**src/rtl/i2c_reg_seq_pkg.sv**
```systemverilog
// Shared constants for the I2C register-access sequencer: command codes, status codes, FSM states.
// Latency: n/a (definitions only).  Backpressure: n/a.
// I2C_SEQ_ADDR16_EN selects 16-bit register addresses (two address bytes, MSB first).
package i2c_reg_seq_pkg;

`ifdef I2C_SEQ_ADDR16_EN
    localparam int REG_W      = 16;
    localparam int ADDR_BYTES = 2;
`else
    localparam int REG_W      = 8;
    localparam int ADDR_BYTES = 1;
`endif

    localparam logic [2:0] CMD_START   = 3'd0;
    localparam logic [2:0] CMD_RESTART = 3'd1;
    localparam logic [2:0] CMD_STOP    = 3'd2;
    localparam logic [2:0] CMD_READ    = 3'd3;
    localparam logic [2:0] CMD_WRITE   = 3'd4;

    localparam logic [1:0] ERR_OK        = 2'b00;
    localparam logic [1:0] ERR_ADDR_NACK = 2'b01;
    localparam logic [1:0] ERR_DATA_NACK = 2'b10;
    localparam logic [1:0] ERR_TIMEOUT   = 2'b11;

    typedef enum logic [2:0] {
        ST_IDLE      = 3'd0,
        ST_ISSUE     = 3'd1,
        ST_WAIT_BUSY = 3'd2,
        ST_WAIT_DONE = 3'd3,
        ST_DONE      = 3'd4
    } seq_state_t;

    // Index of the STOP step in the write / read step lists.
    function automatic logic [2:0] stop_step(input logic rnw);
        return rnw ? 3'(5 + ADDR_BYTES) : 3'(3 + ADDR_BYTES);
    endfunction

endpackage

```
**src/rtl/i2c_seq_step_dec.sv**
```systemverilog
// Maps (step, rnw, latched request) to the master command/data for that step.
// Latency: combinational.  Backpressure: none.
module i2c_seq_step_dec
    import i2c_reg_seq_pkg::*;
(
    input  logic [2:0]       step,
    input  logic             rnw,
    input  logic [6:0]       dev,
    input  logic [REG_W-1:0] reg_addr,
    input  logic [7:0]       wdata,
    output logic [2:0]       cmd,
    output logic [7:0]       data,
    output logic             is_addr_byte,
    output logic             is_last
);

    logic [15:0] reg16;
    logic [3:0]  k;

    always_comb begin
        reg16        = 16'(reg_addr);
        // Canonical index follows the 16-bit list; the 8-bit build skips the high address byte.
        k            = (ADDR_BYTES == 1 && step >= 3'd2) ? {1'b0, step} + 4'd1 : {1'b0, step};
        cmd          = CMD_STOP;
        data         = 8'h00;
        is_addr_byte = 1'b0;
        case (k)
            4'd0: cmd = CMD_START;
            4'd1: begin
                cmd          = CMD_WRITE;
                data         = {dev, 1'b0};
                is_addr_byte = 1'b1;
            end
            4'd2: begin
                cmd  = CMD_WRITE;
                data = reg16[15:8];
            end
            4'd3: begin
                cmd  = CMD_WRITE;
                data = reg16[7:0];
            end
            4'd4: begin
                if (rnw) begin
                    cmd = CMD_RESTART;
                end else begin
                    cmd  = CMD_WRITE;
                    data = wdata;
                end
            end
            4'd5: begin
                if (rnw) begin
                    cmd          = CMD_WRITE;
                    data         = {dev, 1'b1};
                    is_addr_byte = 1'b1;
                end
            end
            4'd6: begin
                cmd  = CMD_READ;
                data = 8'h01;
            end
            default: cmd = CMD_STOP;
        endcase
        is_last = (cmd == CMD_STOP);
    end

endmodule

```
**src/rtl/i2c_reg_seq.sv**
```systemverilog
// Register-access sequencer: one register read/write request -> START..STOP command list to the I2C byte master.
// Latency: one master command per ISSUE/WAIT_BUSY/WAIT_DONE round; rsp_valid one cycle after DONE.
// Backpressure: req_ready only in IDLE; commands wait for m_ready. Build option I2C_SEQ_ADDR16_EN.
module i2c_reg_seq
    import i2c_reg_seq_pkg::*;
#(
    parameter logic [15:0] CLK_DIV        = 16'd120,
    parameter logic [15:0] TIMEOUT_CYCLES = 16'd65535
) (
    input  logic             clk,
    input  logic             reset_n,
    input  logic             req_valid,
    output logic             req_ready,
    input  logic             req_rnw,
    input  logic [6:0]       req_dev,
    input  logic [REG_W-1:0] req_reg,
    input  logic [7:0]       req_wdata,
    output logic             rsp_valid,
    output logic [7:0]       rsp_rdata,
    output logic [1:0]       rsp_err,
    output logic             m_write,
    output logic [2:0]       m_cmd,
    output logic [7:0]       m_data,
    output logic [15:0]      m_clock_divisor,
    input  logic             m_ready,
    input  logic [7:0]       m_data_out,
    input  logic             m_ack,
    input  logic             m_done_tick
);

    seq_state_t       state_q, state_d;
    logic [2:0]       step_q, step_d;
    logic             rnw_q, rnw_d;
    logic [6:0]       dev_q, dev_d;
    logic [REG_W-1:0] reg_q, reg_d;
    logic [7:0]       wdata_q, wdata_d;
    logic [15:0]      cnt_q, cnt_d;
    logic [7:0]       byte_q, byte_d;
    logic             ack_q, ack_d;
    logic             m_write_q, m_write_d;
    logic [2:0]       m_cmd_q, m_cmd_d;
    logic [7:0]       m_data_q, m_data_d;
    logic             rsp_valid_q, rsp_valid_d;
    logic [7:0]       rdata_q, rdata_d;
    logic [1:0]       err_q, err_d;

    logic [2:0] dec_cmd;
    logic [7:0] dec_data;
    logic       dec_is_addr;
    logic       dec_is_last;
    logic       waiting;

    i2c_seq_step_dec u_dec (
        .step         (step_q),
        .rnw          (rnw_q),
        .dev          (dev_q),
        .reg_addr     (reg_q),
        .wdata        (wdata_q),
        .cmd          (dec_cmd),
        .data         (dec_data),
        .is_addr_byte (dec_is_addr),
        .is_last      (dec_is_last)
    );

    assign waiting = (state_q == ST_ISSUE) || (state_q == ST_WAIT_BUSY) || (state_q == ST_WAIT_DONE);

    always_comb begin
        state_d     = state_q;
        step_d      = step_q;
        rnw_d       = rnw_q;
        dev_d       = dev_q;
        reg_d       = reg_q;
        wdata_d     = wdata_q;
        byte_d      = byte_q;
        ack_d       = ack_q;
        m_write_d   = 1'b0;
        m_cmd_d     = m_cmd_q;
        m_data_d    = m_data_q;
        rsp_valid_d = 1'b0;
        rdata_d     = rdata_q;
        err_d       = err_q;

        if (m_done_tick) begin
            byte_d = m_data_out;
            ack_d  = m_ack;
        end

        case (state_q)
            ST_IDLE: begin
                if (req_valid) begin
                    rnw_d   = req_rnw;
                    dev_d   = req_dev;
                    reg_d   = req_reg;
                    wdata_d = req_wdata;
                    step_d  = 3'd0;
                    err_d   = ERR_OK;
                    rdata_d = 8'h00;
                    state_d = ST_ISSUE;
                end
            end
            ST_ISSUE: begin
                if (m_ready) begin
                    m_write_d = 1'b1;
                    m_cmd_d   = dec_cmd;
                    m_data_d  = dec_data;
                    state_d   = ST_WAIT_BUSY;
                end
            end
            ST_WAIT_BUSY: begin
                if (!m_ready) begin
                    state_d = ST_WAIT_DONE;
                end
            end
            ST_WAIT_DONE: begin
                // ack_d/byte_d so a done_tick coincident with m_ready is already seen.
                if (m_ready) begin
                    if (dec_is_last) begin
                        state_d = ST_DONE;
                    end else if (dec_cmd == CMD_WRITE && ack_d) begin
                        if (err_q == ERR_OK) begin
                            err_d = dec_is_addr ? ERR_ADDR_NACK : ERR_DATA_NACK;
                        end
                        step_d  = stop_step(rnw_q);
                        state_d = ST_ISSUE;
                    end else begin
                        if (dec_cmd == CMD_READ) begin
                            rdata_d = byte_d;
                        end
                        step_d  = step_q + 3'd1;
                        state_d = ST_ISSUE;
                    end
                end
            end
            ST_DONE: begin
                rsp_valid_d = 1'b1;
                state_d     = ST_IDLE;
            end
            default: state_d = ST_IDLE;
        endcase

        // A wait state that has lasted TIMEOUT_CYCLES cycles is abandoned without a STOP.
        if (waiting && state_d == state_q && cnt_q == TIMEOUT_CYCLES - 16'd1) begin
            state_d = ST_DONE;
            if (err_q == ERR_OK) begin
                err_d = ERR_TIMEOUT;
            end
        end

        cnt_d = (waiting && state_d == state_q) ? cnt_q + 16'd1 : 16'd0;
    end

    always_ff @(posedge clk or negedge reset_n) begin
        if (!reset_n) begin
            state_q     <= ST_IDLE;
            step_q      <= 3'd0;
            rnw_q       <= 1'b0;
            dev_q       <= 7'd0;
            reg_q       <= '0;
            wdata_q     <= 8'h00;
            cnt_q       <= 16'd0;
            byte_q      <= 8'h00;
            ack_q       <= 1'b0;
            m_write_q   <= 1'b0;
            m_cmd_q     <= CMD_START;
            m_data_q    <= 8'h00;
            rsp_valid_q <= 1'b0;
            rdata_q     <= 8'h00;
            err_q       <= ERR_OK;
        end else begin
            state_q     <= state_d;
            step_q      <= step_d;
            rnw_q       <= rnw_d;
            dev_q       <= dev_d;
            reg_q       <= reg_d;
            wdata_q     <= wdata_d;
            cnt_q       <= cnt_d;
            byte_q      <= byte_d;
            ack_q       <= ack_d;
            m_write_q   <= m_write_d;
            m_cmd_q     <= m_cmd_d;
            m_data_q    <= m_data_d;
            rsp_valid_q <= rsp_valid_d;
            rdata_q     <= rdata_d;
            err_q       <= err_d;
        end
    end

    assign req_ready       = (state_q == ST_IDLE);
    assign rsp_valid       = rsp_valid_q;
    assign rsp_rdata       = rdata_q;
    assign rsp_err         = err_q;
    assign m_write         = m_write_q;
    assign m_cmd           = m_cmd_q;
    assign m_data          = m_data_q;
    assign m_clock_divisor = CLK_DIV;

endmodule
```
**config.mk**
```make
export PLATFORM = sky130hd
export DESIGN_NAME = i2c_reg_seq
export DESIGN_NICKNAME = d
export VERILOG_FILES = /design/src/rtl/i2c_reg_seq_pkg.sv /design/src/rtl/i2c_seq_step_dec.sv /design/src/rtl/i2c_reg_seq.sv
export SDC_FILE = /design/constraint.sdc
export NUM_CORES = 1
export LEC_CHECK = 0
export BUFFER_PORTS_ARGS = -buffer_cell sky130_fd_sc_hd__buf_4
export CAP_MARGIN = 5
export CORE_AREA = 2 2 103 105
export DETAILED_ROUTE_END_ITERATION = 8
export DIE_AREA = 0 0 105 107
export GPL_TIMING_DRIVEN = 0
export HOLD_SLACK_MARGIN = 0.06
export MAX_ROUTING_LAYER = met4
export PLACE_DENSITY = 0.61
export SETUP_SLACK_MARGIN = 0.3
export SLEW_MARGIN = 0
export SYNTH_ARGS = -nofsm -noshare
export SYNTH_HDL_FRONTEND = slang
export SYNTH_HIERARCHICAL = 1
export SYNTH_SLANG_ARGS = --single-unit
```
**constraint.sdc**
```tcl
create_clock -name clk -period 3.1 [get_ports clk]
set_clock_uncertainty 0.1 [all_clocks]
set_input_delay 0.465 -clock clk [delete_from_list [all_inputs] [get_ports clk]]
set_output_delay 0.465 -clock clk [all_outputs]
set_load 0.05 [all_outputs]
```
; ---- Word-level counts from Yosys, hierarchy flattened
; Cells that the tools add are included.
[classes]
addsub = 3
magnitude_cmp = 1
eq_ne = 21
n_mux = 43
n_reduce_logical = 15
[op_table]
columns = operator, count
row1 = 8-bit 2-to-1 mux, 8
row2 = 8-bit one-hot mux with 5 select lines, 1
row3 = 3-bit 2-to-1 mux, 12
row4 = 2-bit 2-to-1 mux, 9
row5 = "16-bit by 1-bit adder with 16-bit output, second input constant", 1
row6 = "16-bit == test, second input constant", 1
row7 = 16-bit 2-to-1 mux, 1
row8 = 8-bit one-hot mux with 2 select lines, 1
row9 = 3-bit one-hot mux with 5 select lines, 1
row10 = "3-bit by 2-bit == test with 1-bit output, second input constant", 4
row11 = "4-bit by 3-bit == test with 1-bit output, second input constant", 3
row12 = 3-bit one-hot mux with 4 select lines, 1
row13 = "4-bit by 2-bit == test with 1-bit output, second input constant", 2
row14 = "2-bit != test, second input constant", 4
row15 = 3-bit == test, 2
row16 = "3-bit == test, second input constant", 2
row17 = 3-bit one-hot mux with 2 select lines, 1
row18 = 6-bit AND reduction, 1
row19 = 1-bit 2-to-1 mux, 5
row20 = "3-bit by 1-bit adder with 4-bit output, second input constant", 1
row21 = "4-bit by 1-bit == test with 1-bit output, second input constant", 1
row22 = 1-bit logical AND, 4
row23 = 4-bit logical NOT, 1
row24 = 4-bit 2-to-1 mux, 1
row25 = other kinds (13), 15
[totals]
ff_bits = 78
input_bits = 38
elab_cells = 98

; ---- Logic depth before layout (Yosys ltp)
; Gate-level depths: netlist of the first run.
[depth]
depth_word = 16
mapped_depth = 12
mapped_depth_nobuf = 10

; ---- Cells and area by module
; Netlist of the first run, hierarchy kept.
[by_module_without_submodules]
columns = mod, instances, cells_each, area_each_um2, seq_area_each_um2
row1 = i2c_reg_seq, 1, 340, 3530.9, 1951.9
row2 = i2c_seq_step_dec, 1, 57, 415.4, 0.0

; ---- Least setup slack after synthesis of the first run
; Ideal clock, no wire load.
[synth_path]
path_type = register -> register
startpoint = register step_q[0]
endpoint = register rdata_q[7] (netlist: rsp_rdata[7])
setup_ns = 0.135
t_arrival_ns = 2.623
path_slack_ns = 0.242
path_stages_with_launch = 13
path_cell_list = dfrtp_1 -> buf_2 -> inv_1 -> ha_1 -> o21ai_1 -> o2bb2ai_1 -> nor3b_2 -> or4_1 -> inv_1 -> a31oi_1 -> buf_2 -> o21ai_0 -> o41ai_1
[synth_between]
elab_chain_len = 9
word_cells_on_any_way = 20
classes_between = add/sub: 1 / order compare: 1 / eq/ne: 12 / mux: 2 / reduce/logical: 4
[synth_lines]
columns = item, line_no
row1 = from (decl), i2c_reg_seq.sv:32  ; logic [2:0] step_q, step_d;
row2 = from (signal assigned), i2c_reg_seq.sv:171  ; step_q <= step_d;
row3 = 3-bit by 1-bit adder with 4-bit output / 3-bit by 2-bit >= comparator with 1-bit output (equally long branches), i2c_seq_step_dec.sv:23  ; k = (ADDR_BYTES == 1 && step >= 3'd2) ? {1'b0, step} + 4'd1 : {1'b0, step};
row4 = 4-bit 2-to-1 mux (*), i2c_seq_step_dec.sv:23
row5 = 4-bit by 1-bit == test with 1-bit output / 4-bit by 2-bit == test with 1-bit output (equally long branches), i2c_seq_step_dec.sv:27  ; case (k)
row6 = 3-bit OR reduction (no line), n/a
row7 = 3-bit one-hot mux with 5 select lines (*), i2c_seq_step_dec.sv:27
row8 = named net dec_cmd[2], i2c_reg_seq.sv:47  ; logic [2:0] dec_cmd;
row9 = 3-bit == test, i2c_reg_seq.sv:119  ; end else if (dec_cmd == CMD_WRITE && ack_d) begin
row10 = 1-bit logical AND, i2c_reg_seq.sv:119
row11 = 2-bit != test (no line), n/a
row12 = 6-bit AND reduction (no line) (*), n/a
row13 = to (signal assigned), i2c_reg_seq.sv:183  ; rdata_q <= rdata_d;
row14 = to (decl), i2c_reg_seq.sv:44  ; logic [7:0] rdata_q, rdata_d;
; The timed path passes the listed nets; every way through them passes the cells marked *.
; A chain may end at the register's enable or synchronous reset.

; ---- Worst setup path after layout of the first run
[layout_path]
startpoint = register step_q[0]
endpoint = register rdata_q[4] (netlist: rsp_rdata[4])
; Same word-level chain as after synthesis.

==> results.yml, run 1 <==
logic_synthesis:
  ys_async_sr_fraction: 1.00
  synthTopCellsByArea: "dfrtp_1, nand2_1, mux2_2, buf_4, mux2i_1"
  synth_edf_count: 0
  synth_top_cell_by_area: "dfrtp_1"
  yosysUniqueCellTypes: 57
  synth_area_per_cell_um2: 9.94
  yosysSeqAreaShare: 0.495
  synth_top_area_frac: 0.495
  syn-cell-area_mm2: 0.00395
  synthFlopType: "dfrtp_1"
  yosysWarnings: 6
  synthCells: 397
  ys_seq_elements: 78
cts:
  clockBufferDepth: 2
  ctsHoldBuffers: 0
  cts_root_buf: "clkbuf_8"
  cts_tree: "built"
  htree_levels: 3
  clock_latency_ps: 350
  clk_pin_slew_ps: 90
  cts_buffers: 9
  clkSinkCount: 78
routing:
  drc_errors: 0
  drt_iter0_markers: 109
  dr.pass1.iters: 5
  route.vias.total: 3072
  drt-total-wl_um: 9040
  vias_per_cell: 4.79
  wl_per_cell_um: 14.1
  ant_nets: 0
die:
  die_y_um: 107
  num_io_pins: 78
  initial_core_util: 0.391
  die_area_mm2: 0.0112
  placementRows: 37
  design.core.area_mm2: 0.0101
  die_w_um: 105
worst_hold_path:
  hold_path.class: "input port to asynchronous set/reset pin"
global_route:
  grt_overflow: 0
  antenna_found_initial: 0
  grt_max_degree: 79
  grt_pass1_vias: 3065
  track_usage: 0.168
  grt_pass1_wl_um: 14900
finish:
  num_antenna_cells: 0
  fin_area_mm2: 0.00516
  fin_nets: 543
  layout-drive-gt1-share: 0.339
  area_growth_syn_to_layout_pct: 30.7
power:
  power_frac_seq: 0.317
  sw_frac_of_total: 0.415
  p_int_mw: 2.79
  pwr-share-clk: 0.195
  leakage_nw: 2.58
  pwr_density_cell_mw_per_mm2: 926
  peakVddDrop_mv: 0.326
  p_comb_frac: 0.489
  power_switching_mw: 1.98
placed_design:
  dpl.hpwl_um: 6100
  routabilityCongestion: 0.839
  post-place-ws_ps: -237
  io_buffers: 60
  place_area_mm2: 0.00463
critical_path:
  arrival_ps: 2870
  crit_fanout: 8
  worstSetupEndpointType: "flop"
  setup.worst_path.start_class: "flop"
  worstSetupPathType: "flop to flop"
  cp.required_ps: 3220
timing:
  period_share: 0.889
  post-route-worst-setup-slack_ps: 344
  finalSetupTns_ps: 0
  rsz0062_at_grt: "true"
  final_max_slew_viol_count: 0
  hold_viol: 0
  period_needed_ps: 2760
  slew_headroom: 0.335
  tightest_slew_ps: 997
  fmax_ghz: 0.363
  finalSetupViolations: 0
job:
  max-cap-violations: 0
run_status:
  status: "finished, final reports clean"
==> Yosys cell counts, types with 2 or more instances <==
master and instances:
ha_1 5, o41ai_1 8, and2_1 2, o21ai_0 12
and3_1 8, nor4_1 5, conb_1 2, nor2_1 25
buf_2 8, nand4_1 5, a211o_2 2, mux2_2 12
nand3_1 8, dfrtp_1 78, clkbuf_1 5, mux2i_1 11
inv_1 17, nor2b_1 3, a21o_1 2, nand4b_1 2
o21a_1 2, o21ai_1 5, nor3b_1 3, nand2_1 89
a31oi_1 2, xor2_1 3, a211oi_1 2, nor3_1 6
buf_4 16, a221o_1 7, xnor2_1 12, buf_6 5
==> what timing repair did <==
action / in CTS / in global routing
gates resized for setup: 14 / 26
pin swaps: 1 / 7
buffers inserted: 5 / 12
endpoints found under the setup margin: 14 / 13
cloned: 0 / 1
==> layout make-up <==
type	count	area, µm²
repair buffers	78	589
plain buffers	34	251
clock buffers	9	124
inverters	17	70.1
fillers	974	4940
flip-flops and latches	78	1950
multi-input cells	282	1880
clock inverters	7	120
well taps	136	170
==> worst paths after layout <==
path | end | startpoint | slack (ps) | cells past startpoint
max | rsp_rdata[4] | step_q[0] | 340 | 12
min | byte_q[4] | reset_n | 150 | 1
max reg2reg | rsp_rdata[4] | step_q[0] | 340 | 12
min reg2reg | reg_q[2] | reg_q[2] | 380 | 2
max in group asynchronous | step_q[1] | reset_n | 2050 | 1
min in group clk | reg_q[0] | req_reg[0] | 200 | 3
==> metrics by stage <==
stage                     hold WS, ps   util  power (mW)  std cells
after global routing              193  0.511        5.09        641
after CTS                         191  0.492        4.58        628
final                             152  0.511        4.77        641
after global placement            352  0.459        3.46        607
after floorplan                  69.4      -        2.95        411
after detailed placement          358  0.459        3.51        607
==> registers in the layout (all words and copies together), names as in the netlist <==
| name | count |
|---|---|
| reg_q | 8 |
| step_q | 3 |
| m_write | 1 |
| rsp_valid | 1 |
| m_data | 8 |
| rnw_q | 1 |
| rsp_err | 2 |
| cnt_q | 16 |
| ack_q | 1 |
| m_cmd | 3 |
| dev_q | 7 |
| rsp_rdata | 8 |
| state_q | 3 |
| byte_q | 8 |
| wdata_q | 8 |
==> power groups by stage <==
stage / sequential [mW] / clock (mW) / combinational, mW
after global routing: 1.56 / 1.00 / 2.53
final: 1.51 / 0.929 / 2.33
after detailed placement: 1.54 / 0 / 1.97
after floorplan: 1.81 / 0 / 1.14
after global placement: 1.52 / 0 / 1.93
after CTS: 1.51 / 0.954 / 2.12
==> per-layer routing <==
| layer | vias to the layer above | share of wire | track usage | routed length [µm] |
|---|---|---|---|---|
| met5 | - | 0 | - | 0 |
| met4 | 0 | 0.014 | 0.0429 | 131 |
| met3 | 12 | 0.033 | 0.0365 | 295 |
| met2 | 56 | 0.50 | 0.271 | 4480 |
| met1 | 1464 | 0.46 | 0.216 | 4140 |
| li1 | 1540 | - | - | - |
==> critical path, stage by stage (launching register included) <==
cell and delay [ps]:
dfrtp_1 390, buf_6 150, clkinvlp_4 110, ha_4 200, nor3_4 210, xnor2_2 130, and4_4 190, or4_4 510
inv_4 90, a31oi_4 150, buf_6 190, o21ai_2 120, o41ai_2 80
==> cell usage in the layout (no fill, tap or decap), types with 3 or more instances in the layout <==
master     count
a221o_1        7
and3_1         8
buf_2          6
buf_4         94
buf_6          8
bufinv_16      3
clkbuf_1       4
clkbuf_8       9
conb_1        16
dfrtp_1       77
ha_1           3
inv_1         15
mux2_2        12
mux2i_1       11
nand2_1       89
nand3_1        8
nand4_1        5
nor2_1        25
nor2b_1        3
nor3_1         6
nor3b_1        3
nor4_1         5
o21ai_0        8
o21ai_2        6
o41ai_1        3
o41ai_2        5
xnor2_1       11
xor2_1         3
==> kinds of logic (layout without fill, tap and decap cells) <==
logic type / after synthesis / count (layout) / synth area share
AOI/OAI and AO/OA: 55 / 55 / 0.105
xor gates and xnor gates: 15 / 15 / 0.0333
adders and majority gates: 5 / 5 / 0.0159
buffers and inverters: 51 / 145 / 0.0758
DFF: 78 / 78 / 0.495
muxes: 24 / 24 / 0.0659
other: 2 / 16 / 0.00190
and+or+nand+nor: 167 / 167 / 0.208
Note: power is estimated with default switching activity, not from simulation.
==> inputs of run 2 (changes only) <==
Settings changed: CORE_AREA 2 2 103 105 to 2 2 102 104, DIE_AREA 0 0 105 107 to 0 0 104 106, SYNTH_HIERARCHICAL 1 to not set.
==> results.yml, run 2 <==
critical_path:
  worstSetupEndpointType: "flop"
  crit_family: "simple AND/OR/NAND/NOR gates"
  worstReg2RegStart: "step_q[2]"
  setup.worst_path.start: "step_q[2]"
  max_stage_delay_ps: 570
  cp.buffers_inverters: 3
  cp_slowest_cell: "nor2_1"
  cp.required_ps: 3240
  arrival_ps: 2910
  setup.worst_path.start_class: "flop"
  crit_fanout: 10
  path_cells: "buf_6, inv_1, ha_2, mux2_4, or2b_2, nor2_1, inv_1, o311ai_1"
  worstSetupPathType: "flop to flop"
  crit_top_cell: "inv_1"
logic_synthesis:
  ys_async_sr_fraction: 1.00
  synthCells: 395
  synthFlopType: "dfrtp_1"
  synthTopCellsByCount: "nand2_1, dfrtp_1, nor2_1"
  yosysUniqueCellTypes: 50
  ys_seq_elements: 78
  synth_top_cell_by_area: "dfrtp_1"
  synth_most_common_cell: "nand2_1"
  yosysSeqAreaShare: 0.505
  synth_area_per_cell_um2: 9.79
  synthTopCellsByArea: "dfrtp_1, nand2_1, mux2_4, buf_4, nor2_1"
  syn-cell-area_mm2: 0.00387
  synth_edf_count: 0
  synth_top_area_frac: 0.505
  yosysWarnings: 0
timing:
  finalSetupViolations: 0
  period_share: 0.894
  hold_viol: 0
  period_needed_ps: 2770
  slew_headroom: 0.350
  tightest_slew_ps: 975
  rsz0062_at_grt: "true"
  final_max_slew_viol_count: 0
  finalSetupTns_ps: 0
  fmax_ghz: 0.361
placed_design:
  dpl.hpwl_um: 6000
  place_area_mm2: 0.00455
  routabilityCongestion: 0.791
  io_buffers: 60
routing:
  drc_errors: 0
  vias_per_cell: 4.77
  drt-total-wl_um: 8610
  drt_iter0_markers: 161
  ant_nets: 0
  wl_per_cell_um: 13.7
  route.vias.total: 3003
  dr.pass1.iters: 4
die:
  num_io_pins: 78
  die_w_um: 104
  placementRows: 37
  die_y_um: 106
  die_area_mm2: 0.0110
  initial_core_util: 0.387
  design.core.area_mm2: 0.0100
cts:
  clk_pin_slew_ps: 90
  clockBufferDepth: 2
  cts_tree: "built"
  cts_buffers: 9
  cts_root_buf: "clkbuf_8"
  htree_levels: 3
  clkSinkCount: 78
  clock_latency_ps: 360
finish:
  fillCellCount: 986
  largest_reg_flops: 16
  area_growth_syn_to_layout_pct: 24.8
  largest_register: "cnt_q"
  fin_area_mm2: 0.00483
  layout-drive-gt1-share: 0.274
  layout_commonest_cell: "nand2_1"
  num_antenna_cells: 0
  mostFrequentLayoutCells: "nand2_1, buf_4, dfrtp_1, nor2_1, conb_1"
  fin_nets: 532
global_route:
  grt_overflow: 0
  antenna_found_initial: 0
  grt_pass1_wl_um: 14700
  grt_pass1_vias: 3093
  track_usage: 0.170
  grt_max_degree: 79
worst_hold_path:
  hold_path.class: "input port to asynchronous set/reset pin"
power:
  leakage_nw: 2.38
  pwr_density_cell_mw_per_mm2: 939
  peakVddDrop_mv: 0.319
job:
  max-cap-violations: 0
run_status:
  status: "finished, final reports clean"
[run 2: cell types whose count changed after synthesis, moves of 7 or more]
cell      previous run  this run
mux2i_1             11         4
xor2_1               3        13
nor2_1              25        32
o41ai_1              8         0
a222oi_1             0         7
inv_1               17         8
xnor2_1             12         5
mux2_4               1         9
a21oi_1              1         8
clkbuf_1             5        12
a221o_1              7         0
[run 2: final cells by class]
class | count | area (µm²) | share of cell area
multi-input cells | 290 | 1760 | 0.365
repair buffers | 68 | 523 | 0.108
well taps | 136 | 170 | 0.0352
plain buffers | 33 | 199 | 0.0412
inverters | 8 | 30.0 | 0.00622
clock buffers | 10 | 138 | 0.0285
flip-flops and latches | 78 | 1950 | 0.405
clock inverters | 6 | 52.6 | 0.0109
[run 2: power by group]
| part | switching (mW) | internal (mW) |
|---|---|---|
| sequential | 0.190 | 1.32 |
| clock | 0.412 | 0.324 |
| combinational | 1.40 | 0.886 |
| total | 2.00 | 2.53 |
[run 2: per-stage QoR]
stage / power, mW / hold slack (ps) / worst slack [ps] / instances / util
after global placement: 3.62 / 359 / 24.5 / 605 / 0.455
after CTS: 4.49 / 172 / 323 / 627 / 0.480
after floorplan: 3.07 / 69.4 / 315 / 409 / -
after detailed placement: 3.66 / 361 / 9.73 / 605 / 0.455
after global routing: 4.84 / 173 / 200 / 629 / 0.483
final: 4.54 / 138 / 329 / 629 / 0.483
[run 2: worst reg2reg max path: cells and delay by family (launching register included)]
kind / cells / cell delay, ps
buf+inv: 3 / 350
mux: 1 / 350
compound gates: 1 / 320
simple gates: 2 / 920
fa+ha+maj: 1 / 220
flops: 1 / 400
[run 2: timing repair]
item | 4_1_cts | 5_1_grt
pin swaps | 3 | 6
hold buffers | 0 | 0
gates cloned | 0 | 0
gates resized for setup | 1 | 6
setup buffers | 6 | 2
endpoints found under the setup margin | 20 | 30
[run 2: cells by family after synthesis]
| group | share of synthesized area |
|---|---|
| DFF | 0.505 |
| other | 0.00194 |
| AOI/OAI and AO/OA | 0.0906 |
| buffers and inverters | 0.0569 |
| and+or+nand+nor | 0.214 |
| muxes | 0.0686 |
| xor gates and xnor gates | 0.0408 |
| adders and majority gates | 0.0220 |
[run 2: metal layers]
layer | vias to the layer above | share of wire | global-route usage
met5 | - | 0 | -
met4 | 0 | 0.024 | 0.0695
met3 | 17 | 0.054 | 0.0454
met2 | 83 | 0.46 | 0.256
met1 | 1413 | 0.47 | 0.218
li1 | 1490 | - | -
[run 2: worst paths after layout]
check / depth (start not counted) / end / slack, ps
hold reg to reg: 2 / wdata_q[4] / 380
max in group asynchronous: 1 / step_q[1] / 2050
setup / recovery: 8 / rsp_err[0] / 330
setup reg to reg: 8 / rsp_err[0] / 330
hold / removal: 1 / rsp_rdata[3] / 140
min in group clk: 3 / reg_q[0] / 180
